$ cat config.mk
export PLATFORM = sky130hd
export DESIGN_NAME = spi_cfg_sequencer
export DESIGN_NICKNAME = d
export VERILOG_FILES = /design/src/rtl/spi_cfg_sequencer.sv
export SDC_FILE = /design/constraint.sdc
export NUM_CORES = 1
export LEC_CHECK = 0
export CORE_ASPECT_RATIO = 2
export CORE_MARGIN = 2
export CORE_UTILIZATION = 50
export CTS_BUF_LIST = sky130_fd_sc_hd__clkbuf_4 sky130_fd_sc_hd__clkbuf_8
export DETAILED_ROUTE_END_ITERATION = 8
export GPL_TIMING_DRIVEN = 0
export PLACE_DENSITY = 0.82
export SYNTH_ARGS = -nofsm -noshare
export SYNTH_HDL_FRONTEND = slang
export SYNTH_SLANG_ARGS = --single-unit
$ cat constraint.sdc
create_clock -name clk -period 4.7 [get_ports clk]
set_input_delay 0.94 -clock clk [delete_from_list [all_inputs] [get_ports clk]]
set_output_delay 0.94 -clock clk [all_outputs]
set_load 0.005 [all_outputs]
$ cat src/rtl/spi_cfg_sequencer.sv
// SPI configuration sequencer: streams a word table to an SPI engine,
// interleaves single host transfers, and finishes a table with a SYNC pulse.
module spi_cfg_sequencer #(
    parameter int NUM_WORDS   = 16,
    parameter int SYNC_CYCLES = 4,
    parameter int TIMEOUT     = 1000
) (
    input  logic        clk,
    input  logic        rst_n,
    input  logic        cfg_start_i,
    output logic [7:0]  cfg_addr_o,
    input  logic [33:0] cfg_data_i,
    output logic        cfg_busy_o,
    output logic        cfg_done_o,
    output logic        cfg_err_o,
    input  logic        host_req_i,
    input  logic [1:0]  host_sel_i,
    input  logic [31:0] host_wdata_i,
    output logic        host_busy_o,
    output logic        host_done_o,
    output logic [31:0] host_rdata_o,
    output logic        spi_go_o,
    input  logic        spi_done_i,
    output logic [31:0] spi_in_o,
    input  logic [31:0] spi_out_i,
    output logic [1:0]  spi_sel_o,
    output logic        sync_o
);

    typedef enum logic [2:0] {
        IDLE, LOAD, GO_WAIT, REL_WAIT, NEXT, SYNC_P
    } state_e;

    localparam logic [7:0]  LAST_ADDR = 8'(NUM_WORDS - 1);
    localparam logic [15:0] TMO_LAST  = 16'(TIMEOUT - 1);
    localparam logic [7:0]  SYNC_LAST = 8'(SYNC_CYCLES - 1);

    state_e      state_q, state_d;
    logic [7:0]  cfg_addr_q, cfg_addr_d;
    logic        cfg_busy_q, cfg_busy_d;
    logic        cfg_done_q, cfg_done_d;
    logic        cfg_err_q, cfg_err_d;
    logic        host_busy_q, host_busy_d;
    logic        host_done_q, host_done_d;
    logic [31:0] host_rdata_q, host_rdata_d;
    logic [1:0]  host_sel_q, host_sel_d;
    logic [31:0] host_wdata_q, host_wdata_d;
    logic        spi_go_q, spi_go_d;
    logic [31:0] spi_in_q, spi_in_d;
    logic [1:0]  spi_sel_q, spi_sel_d;
    logic        sync_q, sync_d;
    logic        src_host_q, src_host_d;
    logic [31:0] resp_q, resp_d;
    logic [15:0] tmo_q, tmo_d;
    logic [7:0]  sync_cnt_q, sync_cnt_d;
    logic        tmo_hit;
    logic        abort;

    assign tmo_hit = (tmo_q == TMO_LAST);

    // State register
    always_ff @(posedge clk or negedge rst_n) begin
        if (!rst_n) state_q <= IDLE;
        else        state_q <= state_d;
    end

    // Next-state logic
    always_comb begin
        state_d = state_q;
        unique case (state_q)
            IDLE: begin
                if (cfg_start_i || host_busy_q || host_req_i)
                    state_d = LOAD;
            end
            LOAD: begin
                if (!src_host_q && cfg_data_i[33:32] == 2'b11)
                    state_d = SYNC_P;
                else
                    state_d = GO_WAIT;
            end
            GO_WAIT: begin
                if (spi_done_i)   state_d = REL_WAIT;
                else if (tmo_hit) state_d = IDLE;
            end
            REL_WAIT: begin
                if (!spi_done_i)  state_d = NEXT;
                else if (tmo_hit) state_d = IDLE;
            end
            NEXT: begin
                if (src_host_q)                    state_d = IDLE;
                else if (cfg_addr_q == LAST_ADDR)  state_d = SYNC_P;
                else                               state_d = LOAD;
            end
            SYNC_P: begin
                if (sync_cnt_q == SYNC_LAST) state_d = IDLE;
            end
            default: state_d = IDLE;
        endcase
    end

    // Output and datapath next values; the only exit from a wait state
    // straight to IDLE is a timeout, which aborts the active source.
    always_comb begin
        cfg_addr_d   = cfg_addr_q;
        cfg_busy_d   = cfg_busy_q;
        cfg_done_d   = 1'b0;
        cfg_err_d    = cfg_err_q;
        host_busy_d  = host_busy_q;
        host_done_d  = 1'b0;
        host_rdata_d = host_rdata_q;
        host_sel_d   = host_sel_q;
        host_wdata_d = host_wdata_q;
        spi_go_d     = spi_go_q;
        spi_in_d     = spi_in_q;
        spi_sel_d    = spi_sel_q;
        sync_d       = sync_q;
        src_host_d   = src_host_q;
        resp_d       = resp_q;
        sync_cnt_d   = sync_cnt_q;
        abort        = 1'b0;

        if (state_d != state_q)
            tmo_d = '0;
        else if (state_q == GO_WAIT || state_q == REL_WAIT)
            tmo_d = tmo_q + 16'd1;
        else
            tmo_d = tmo_q;

        if (host_req_i && !host_busy_q) begin
            host_busy_d  = 1'b1;
            host_sel_d   = host_sel_i;
            host_wdata_d = host_wdata_i;
        end

        unique case (state_q)
            IDLE: begin
                if (cfg_start_i) begin
                    cfg_addr_d = '0;
                    cfg_busy_d = 1'b1;
                    cfg_err_d  = 1'b0;
                    src_host_d = 1'b0;
                end else if (host_busy_q || host_req_i) begin
                    src_host_d = 1'b1;
                end
            end
            LOAD: begin
                if (state_d == GO_WAIT) begin
                    spi_go_d  = 1'b1;
                    spi_sel_d = src_host_q ? host_sel_q : cfg_data_i[33:32];
                    spi_in_d  = src_host_q ? host_wdata_q : cfg_data_i[31:0];
                end else begin
                    sync_d     = 1'b1;
                    sync_cnt_d = '0;
                end
            end
            GO_WAIT: begin
                if (spi_done_i) begin
                    spi_go_d = 1'b0;
                    resp_d   = spi_out_i;
                end else if (tmo_hit) begin
                    abort = 1'b1;
                end
            end
            REL_WAIT: begin
                if (spi_done_i && tmo_hit) abort = 1'b1;
            end
            NEXT: begin
                if (src_host_q) begin
                    host_rdata_d = resp_q;
                    host_done_d  = 1'b1;
                    host_busy_d  = 1'b0;
                end else if (cfg_addr_q == LAST_ADDR) begin
                    sync_d     = 1'b1;
                    sync_cnt_d = '0;
                end else begin
                    cfg_addr_d = cfg_addr_q + 8'd1;
                end
            end
            SYNC_P: begin
                if (sync_cnt_q == SYNC_LAST) begin
                    sync_d     = 1'b0;
                    cfg_done_d = 1'b1;
                    cfg_busy_d = 1'b0;
                end else begin
                    sync_cnt_d = sync_cnt_q + 8'd1;
                end
            end
            default: ;
        endcase

        if (abort) begin
            spi_go_d  = 1'b0;
            cfg_err_d = 1'b1;
            if (src_host_q) begin
                host_done_d  = 1'b1;
                host_busy_d  = 1'b0;
                host_rdata_d = '0;
            end else begin
                cfg_done_d = 1'b1;
                cfg_busy_d = 1'b0;
            end
        end
    end

    // Registered outputs and datapath
    always_ff @(posedge clk or negedge rst_n) begin
        if (!rst_n) begin
            cfg_addr_q   <= '0;
            cfg_busy_q   <= 1'b0;
            cfg_done_q   <= 1'b0;
            cfg_err_q    <= 1'b0;
            host_busy_q  <= 1'b0;
            host_done_q  <= 1'b0;
            host_rdata_q <= '0;
            host_sel_q   <= '0;
            host_wdata_q <= '0;
            spi_go_q     <= 1'b0;
            spi_in_q     <= '0;
            spi_sel_q    <= '0;
            sync_q       <= 1'b0;
            src_host_q   <= 1'b0;
            resp_q       <= '0;
            tmo_q        <= '0;
            sync_cnt_q   <= '0;
        end else begin
            cfg_addr_q   <= cfg_addr_d;
            cfg_busy_q   <= cfg_busy_d;
            cfg_done_q   <= cfg_done_d;
            cfg_err_q    <= cfg_err_d;
            host_busy_q  <= host_busy_d;
            host_done_q  <= host_done_d;
            host_rdata_q <= host_rdata_d;
            host_sel_q   <= host_sel_d;
            host_wdata_q <= host_wdata_d;
            spi_go_q     <= spi_go_d;
            spi_in_q     <= spi_in_d;
            spi_sel_q    <= spi_sel_d;
            sync_q       <= sync_d;
            src_host_q   <= src_host_d;
            resp_q       <= resp_d;
            tmo_q        <= tmo_d;
            sync_cnt_q   <= sync_cnt_d;
        end
    end

    assign cfg_addr_o   = cfg_addr_q;
    assign cfg_busy_o   = cfg_busy_q;
    assign cfg_done_o   = cfg_done_q;
    assign cfg_err_o    = cfg_err_q;
    assign host_busy_o  = host_busy_q;
    assign host_done_o  = host_done_q;
    assign host_rdata_o = host_rdata_q;
    assign spi_go_o     = spi_go_q;
    assign spi_in_o     = spi_in_q;
    assign spi_sel_o    = spi_sel_q;
    assign sync_o       = sync_q;

endmodule
==> flow_summary_export.csv, run 1 <==
group,metric,value,unit
logic_synthesis,synth_mux_area_share,14.8,%
cells_and_area,finish.net_count,928,
logic_synthesis,async_flop_share,100,%
worst_setup_path,worst_setup_path_start_kind,"input pin",
logic_synthesis,yosysTopAreaCellShare,58.1,%
timing,fin_crit,2.86,ns
timing,maxSlewHeadroom,31.4,%
route,post_drt_wl_per_cell,18.6,microns
placed_design,placed_cell_area,9660,sq um
timing,worst_slew_pin_slew,1.03,ns
grt,grt_max_degree,131,
logic_synthesis,synth_warnings,0,
cells_and_area,final_common_cell,"clkdlybuf4s50_1",
logic_synthesis,ys_seq_area_share,58.1,%
cells_and_area,final_cell_mix,"clkdlybuf4s50_1 (183), dfrtp_1 (175), mux2_2 (66)",
grt,grt_pass1_wl,31.1,mm
logic_synthesis,yosys.area_share.simple,10.0,%
route,routed_wl,19.1,mm
timing,period_share,60.9,%
cells_and_area,multi_input_area,2930,sq um
timing,slew_violations,0,
route,drt_iter0_markers,283,
die,io_pins,186,
route,postRouteAntennaNets,0,
worst_setup_path,rr_endpoint,"tmo_q[9]",
worst_setup_path,crit_fanout,9,
logic_synthesis,ys_types,55,
timing,rsz0062_at_grt,"false",
cts,numCtsBuffers,17,
placed_design,dpl.cell_count,996,
placed_design,io_buffer_count,184,
power,power_leakage,0.00441,uW
worst_setup_path,r2r-start,"sync_cnt_q[0]",
route,vias,5754,
cts,cts_tree,"yes",
job,maxCapViolCount,0,
die,coreArea,14800,sq um
power,power.density,586,nW/um^2
die,die-width,90.8,microns
timing,hold_ws,0.360,ns
worst_setup_path,crit_type,"in2reg",
cts,clk_pin_slew,0.11,ns
worst_setup_path,rrSetupSlack,1.95,ns
cts,worstSkewPairLatency,0.45,ns
cells_and_area,antenna_cells,0,
cts,cts_setup_buffers,0,
cts,cts_max_level,4,
timing,fmax,349,MHz
cts,cts_hold_buf,0,
logic_synthesis,synth_compound_area_share,10.6,%
grt,overflow,0,
logic_synthesis,netlist_top_cells_area,"dfrtp_1 (58%), mux2_2 (9.9%), mux2i_1 (4.8%)",
logic_synthesis,post-synth-top-area-cell,"dfrtp_1",
cts,cts_resized,0,
worst_setup_path,crit_path_end_kind,"flip-flop",
die,fp-row-count,63,
cells_and_area,final_util,68.0,%
logic_synthesis,synth_edf_count,0,
power,vdd_ir_drop_max,0.000351,V
cells_and_area,regArea,4380,sq um
logic_synthesis,ys.flop_type,"dfrtp_1",
die,fp.dieH,178,microns
cells_and_area,stdcell_count,1028,
cts,clockBufferDepth,2,
timing,setup_viol,0,
placed_design,place_hpwl,14.4,mm
logic_synthesis,synth_fa_ha_area_share,0.763,%
cells_and_area,fillers,1157,
die,die-area,16100,sq um
timing,fin_skew,0.0194,ns
route,first_pass_iters,5,
cells_and_area,fin_area,10100,sq um
logic_synthesis,yosys.area_share.xor_xnor,2.56,%
die,start_util,50.9,%
route,vias_per_cell,5.60,
logic_synthesis,synth.avg_cell_area,12.2,sq um
cts,cts_root_buffer,"clkbuf_8",
worst_setup_path,cp_data_arrival_time,3.19,ns
logic_synthesis,synth_cells,616,
grt,antenna_found_initial,0,
logic_synthesis,syn-cell-area,7540,sq um
hold_path,hp-class,"in2async",
placed_design,globalplace.congestion,0.836,
worst_setup_path,r2r_cells,7,
logic_synthesis,synth_nets,724,
outcome,run_status,"finished clean",
logic_synthesis,synth_top_family_by_area,"multiplexers",
cells_and_area,drive_above_1_share,14.3,%
worst_setup_path,crit_required,5.03,ns
grt,grt_pass1_vias,6221,
cts,cts.sinks,175,
grt,track_usage,24.5,%
logic_synthesis,ys_ff_latch,175,
timing,hold_viol,0,
timing,tns,0,ns
route,remaining_drc_errors,0,
cells_and_area,syn2layout_area_growth,33.6,%
==> area by class of cell <==
type | instances | area share, %
clock buffer | 18 | 2.46
inverter | 10 | 0.373
multi-input combinational | 392 | 29.0
tap | 195 | 2.42
clock inverter | 14 | 1.66
timing repair buffer | 185 | 18.6
sequential | 175 | 43.5
buffer | 39 | 1.95
==> worst max path at each step <==
stage	startpoint	endpoint	slack, ns	depth (start not counted)
2_1_floorplan	spi_done_i	resp_q[0]	2.35	5
3_3_place_gp	rst_n	resp_q[23]	-4.06	1
3_5_place_dp	cfg_data_i[32]	sync_cnt_q[7]	1.46	6
4_1_cts	cfg_data_i[32]	sync_cnt_q[7]	1.93	6
5_1_grt	cfg_data_i[32]	sync_cnt_q[7]	1.64	6
6_report	cfg_data_i[32]	sync_cnt_q[7]	1.84	6
==> cells in the mapped netlist, types with 2 or more instances <==
library cell / instances
nand2_1: 51
nand3_1: 13
buf_2: 4
inv_1: 10
nor2b_1: 5
a22o_1: 33
mux2i_1: 36
nor4_1: 16
xnor2_1: 5
ha_1: 3
a21o_1: 3
and3b_1: 2
maj3_1: 2
buf_1: 5
o211ai_1: 2
dfrtp_1: 175
nor3b_1: 3
clkbuf_1: 24
buf_6: 6
a21oi_1: 16
o21a_1: 5
mux2_2: 66
nor2_1: 18
a31oi_1: 3
xor2_1: 17
o31ai_1: 3
o21ai_0: 47
nand4_1: 5
and3_1: 6
nor3_1: 7
==> critical path, stage by stage <==
cell and delay, ns:
clkdlybuf4s50_1 0.57, and3b_1 0.24, o21ai_0 0.12, a221oi_1 0.89
a21boi_0 0.31, o22ai_1 0.12
==> logic make-up (layout without fill, tap and decap cells) <==
kind of cell / count (synthesis) / in the layout
buffers and inverters: 49 / 266
adders and majority gates: 5 / 5
muxes: 103 / 103
and+or+nand+nor: 141 / 141
AOI/OAI and AO/OA: 121 / 121
DFF: 175 / 175
xor gates and xnor gates: 22 / 22
==> layer usage <==
layer | part of all wire (%) | up-vias | track usage [%]
li1 | - | 2629 | -
met1 | 34 | 2896 | 25.7
met2 | 56 | 178 | 45.2
met3 | 5.0 | 51 | 5.99
met4 | 4.3 | 0 | 12.1
met5 | 0 | - | 0
==> per-stage QoR <==
stage / worst slack (ns) / total power (uW)
final: 1.84 / 5910
after global routing: 1.64 / 6280
after CTS: 1.93 / 5950
after detailed placement: 1.46 / 4870
after global placement: -4.06 / 4730
after floorplan: 2.35 / 3760
==> report_power, final <==
part / internal (uW) / total, uW / switching (uW)
Sequential: 2110 / 2500 / 383
Combinational: 1280 / 2340 / 1060
Clock: 465 / 1070 / 602
Note: power is estimated with default switching activity, not from simulation.
==> run 2, diff against run 1 <==
--- a/config.mk
+++ b/config.mk
@@ -7,11 +7,11 @@
 export LEC_CHECK = 0
 export CORE_ASPECT_RATIO = 2
 export CORE_MARGIN = 2
-export CORE_UTILIZATION = 50
+export CORE_UTILIZATION = 46
 export CTS_BUF_LIST = sky130_fd_sc_hd__clkbuf_4 sky130_fd_sc_hd__clkbuf_8
 export DETAILED_ROUTE_END_ITERATION = 8
 export GPL_TIMING_DRIVEN = 0
-export PLACE_DENSITY = 0.82
+export PLACE_DENSITY = 0.79
 export SYNTH_ARGS = -nofsm -noshare
 export SYNTH_HDL_FRONTEND = slang
 export SYNTH_SLANG_ARGS = --single-unit
==> constraint.sdc (replaced) <==
create_clock -name clk -period 2.55 [get_ports clk]
set_input_delay 0.51 -clock clk [delete_from_list [all_inputs] [get_ports clk]]
set_output_delay 0.51 -clock clk [all_outputs]
set_load 0.005 [all_outputs]
==> flow_summary_export.csv, run 2 (synthesized netlist as in run 1, its figures left out) <==
group,metric,value,unit
outcome,run_status,"finished clean",
cells_and_area,antenna_cells,0,
grt,busiest_layer,"met2",
die,coreArea,16200,sq um
timing,rsz0062_at_grt,"false",
cells_and_area,final_cell_mix,"clkdlybuf4s50_1 (183), dfrtp_1 (175), mux2_2 (66)",
hold_path,hp-class,"in2async",
cts,clk_pin_slew,0.09,ns
grt,use_met3,5.94,%
cells_and_area,multi_input_area,2970,sq um
grt,track_usage,22.0,%
timing,tns,0,ns
power,power_leakage,0.00443,uW
power,p_seq_share,41.4,%
cells_and_area,finish.net_count,930,
timing,fmax,421,MHz
cts,cts_root_buffer,"clkbuf_8",
job,maxCapViolCount,0,
worst_setup_path,cp_data_arrival_time,2.72,ns
cells_and_area,fillers,1368,
cells_and_area,regArea,4380,sq um
timing,hold_viol,0,
cells_and_area,final_common_cell,"clkdlybuf4s50_1",
grt,gr-usage-met1,23.9,%
cts,worstSkewPairLatency,0.47,ns
route,vias_per_cell,5.40,
worst_setup_path,crit_type,"reg2reg",
power,switching_power,3610,uW
grt,overflow,0,
grt,grt_max_degree,107,
die,die-width,94.5,microns
power,p_sw_share,32.9,%
route,drt_iter0_markers,199,
worst_setup_path,worst_setup_path_start_kind,"flip-flop",
route,remaining_drc_errors,0,
power,power.density,1080,nW/um^2
cts,cts_hold_buf,0,
route,vias,5609,
cells_and_area,drive_above_1_share,15.5,%
power,clkPwrFrac,18.9,%
die,fp-row-count,66,
power,power_frac_comb,39.7,%
worst_setup_path,crit_fanout,10,
grt,antenna_found_initial,0,
grt,grt_pass1_vias,5886,
route,routed_wl,18.3,mm
timing,fin_crit,2.38,ns
cts,cts.sinks,175,
timing,slew_violations,0,
power,vdd_ir_drop_max,0.000617,V
cts,cts_max_level,4,
timing,setup_viol,0,
power,p_int,7380,uW
cts,numCtsBuffers,17,
cts,cts_tree,"yes",
power,power,11000,uW
placed_design,io_buffer_count,184,
placed_design,globalplace.congestion,0.807,
grt,gr-usage-met2,38.7,%
cts,clockBufferDepth,2,
grt,grt_pass1_wl,29.4,mm
route,post_drt_wl_per_cell,17.7,microns
route,first_pass_iters,4,
die,fp.dieH,185,microns
die,die-area,17500,sq um
timing,maxSlewHeadroom,46.9,%
die,io_pins,186,
placed_design,place_hpwl,13.6,mm
timing,period_share,93.2,%
worst_setup_path,crit_required,2.89,ns
timing,fin_skew,0.0156,ns
timing,worst_slew_pin_slew,0.797,ns
die,start_util,46.6,%
cells_and_area,syn2layout_area_growth,34.8,%
route,postRouteAntennaNets,0,
worst_setup_path,crit_path_end_kind,"flip-flop",
run 2: changes by cell type in the layout (fill, tap and decap cells not counted), moves of 2 or more:
cell	previous run	this run
clkbuf_1	24	19
clkbuf_2	0	5
inv_8	4	0
bufinv_16	1	4
clkinv_2	0	3
clkinvlp_4	1	4
inv_6	4	1
buf_4	0	2
clkinv_8	2	0
nor2_1	18	16
nor2_2	0	2
run 2: through the flow:
| stage | setup slack, ns | cells | hold slack [ns] | cell area, sq um | utilization, % |
|---|---|---|---|---|---|
| 3_5_place_dp | -0.309 | 1005 | 0.469 | 9670 | 59.7 |
| 3_3_place_gp | -6.28 | 1004 | 0.460 | 9640 | 59.5 |
| 2_1_floorplan | 0.302 | 616 | 0.214 | 7540 | - |
| 5_1_grt | 0.0114 | 1038 | 0.153 | 10200 | 62.8 |
| 4_1_cts | 0.0171 | 1036 | 0.104 | 10100 | 62.5 |
| 6_report | 0.173 | 1038 | 0.0919 | 10200 | 62.8 |
run 2: timing repair:
| item | CTS | global route |
|---|---|---|
| pin swaps | 0 | 2 |
| setup buffers | 0 | 2 |
| endpoints found under the setup margin | 37 | 48 |
| resized for setup | 6 | 7 |
run 2: final cells by class:
| type | count | share of cell area, % |
|---|---|---|
| well taps | 204 | 2.51 |
| flip-flops and latches | 175 | 43.1 |
| clock buffers | 17 | 2.30 |
| clock inverters | 14 | 1.88 |
| plain buffers | 39 | 2.00 |
| repair buffers | 187 | 18.6 |
| multi-input cells | 392 | 29.2 |
| inverters | 10 | 0.369 |
run 2: layer usage:
metal  vias up  share of wire [%]
met5         -                  0
met4         0                4.5
met3        49                5.4
met2       158                 54
met1      2779                 36
li1       2623                  -
run 2: final timing paths:
check	depth (start not counted)	slack, ns	end	from
worst max register to register	7	0.17	tmo_q[14]	sync_cnt_q[0]
worst max-delay path	7	0.17	tmo_q[14]	sync_cnt_q[0]
worst min-delay path	1	0.09	spi_in_o[25]	rst_n
worst min register to register	2	0.49	spi_in_o[1]	spi_in_o[1]
min in group clk	2	0.49	spi_in_o[1]	spi_in_o[1]
max in group asynchronous	2	1.63	resp_q[17]	rst_n
run 2: power by group through the flow:
stage | logic [uW] | clock network (uW) | registers, uW
2_1_floorplan | 2440 | 0 | 4500
3_3_place_gp | 4200 | 0 | 4560
3_5_place_dp | 4310 | 0 | 4590
4_1_cts | 4350 | 2130 | 4550
5_1_grt | 4780 | 2230 | 4690
6_report | 4360 | 2080 | 4550
run 2: critical path, stage by stage (launching register included):
cell and delay (ns):
dfrtp_1 0.41, ha_1 0.21, or4b_1 0.51, nor4_2 0.33
nor2_2 0.18, nor3b_4 0.25, clkbuf_2 0.27, nor4_1 0.10
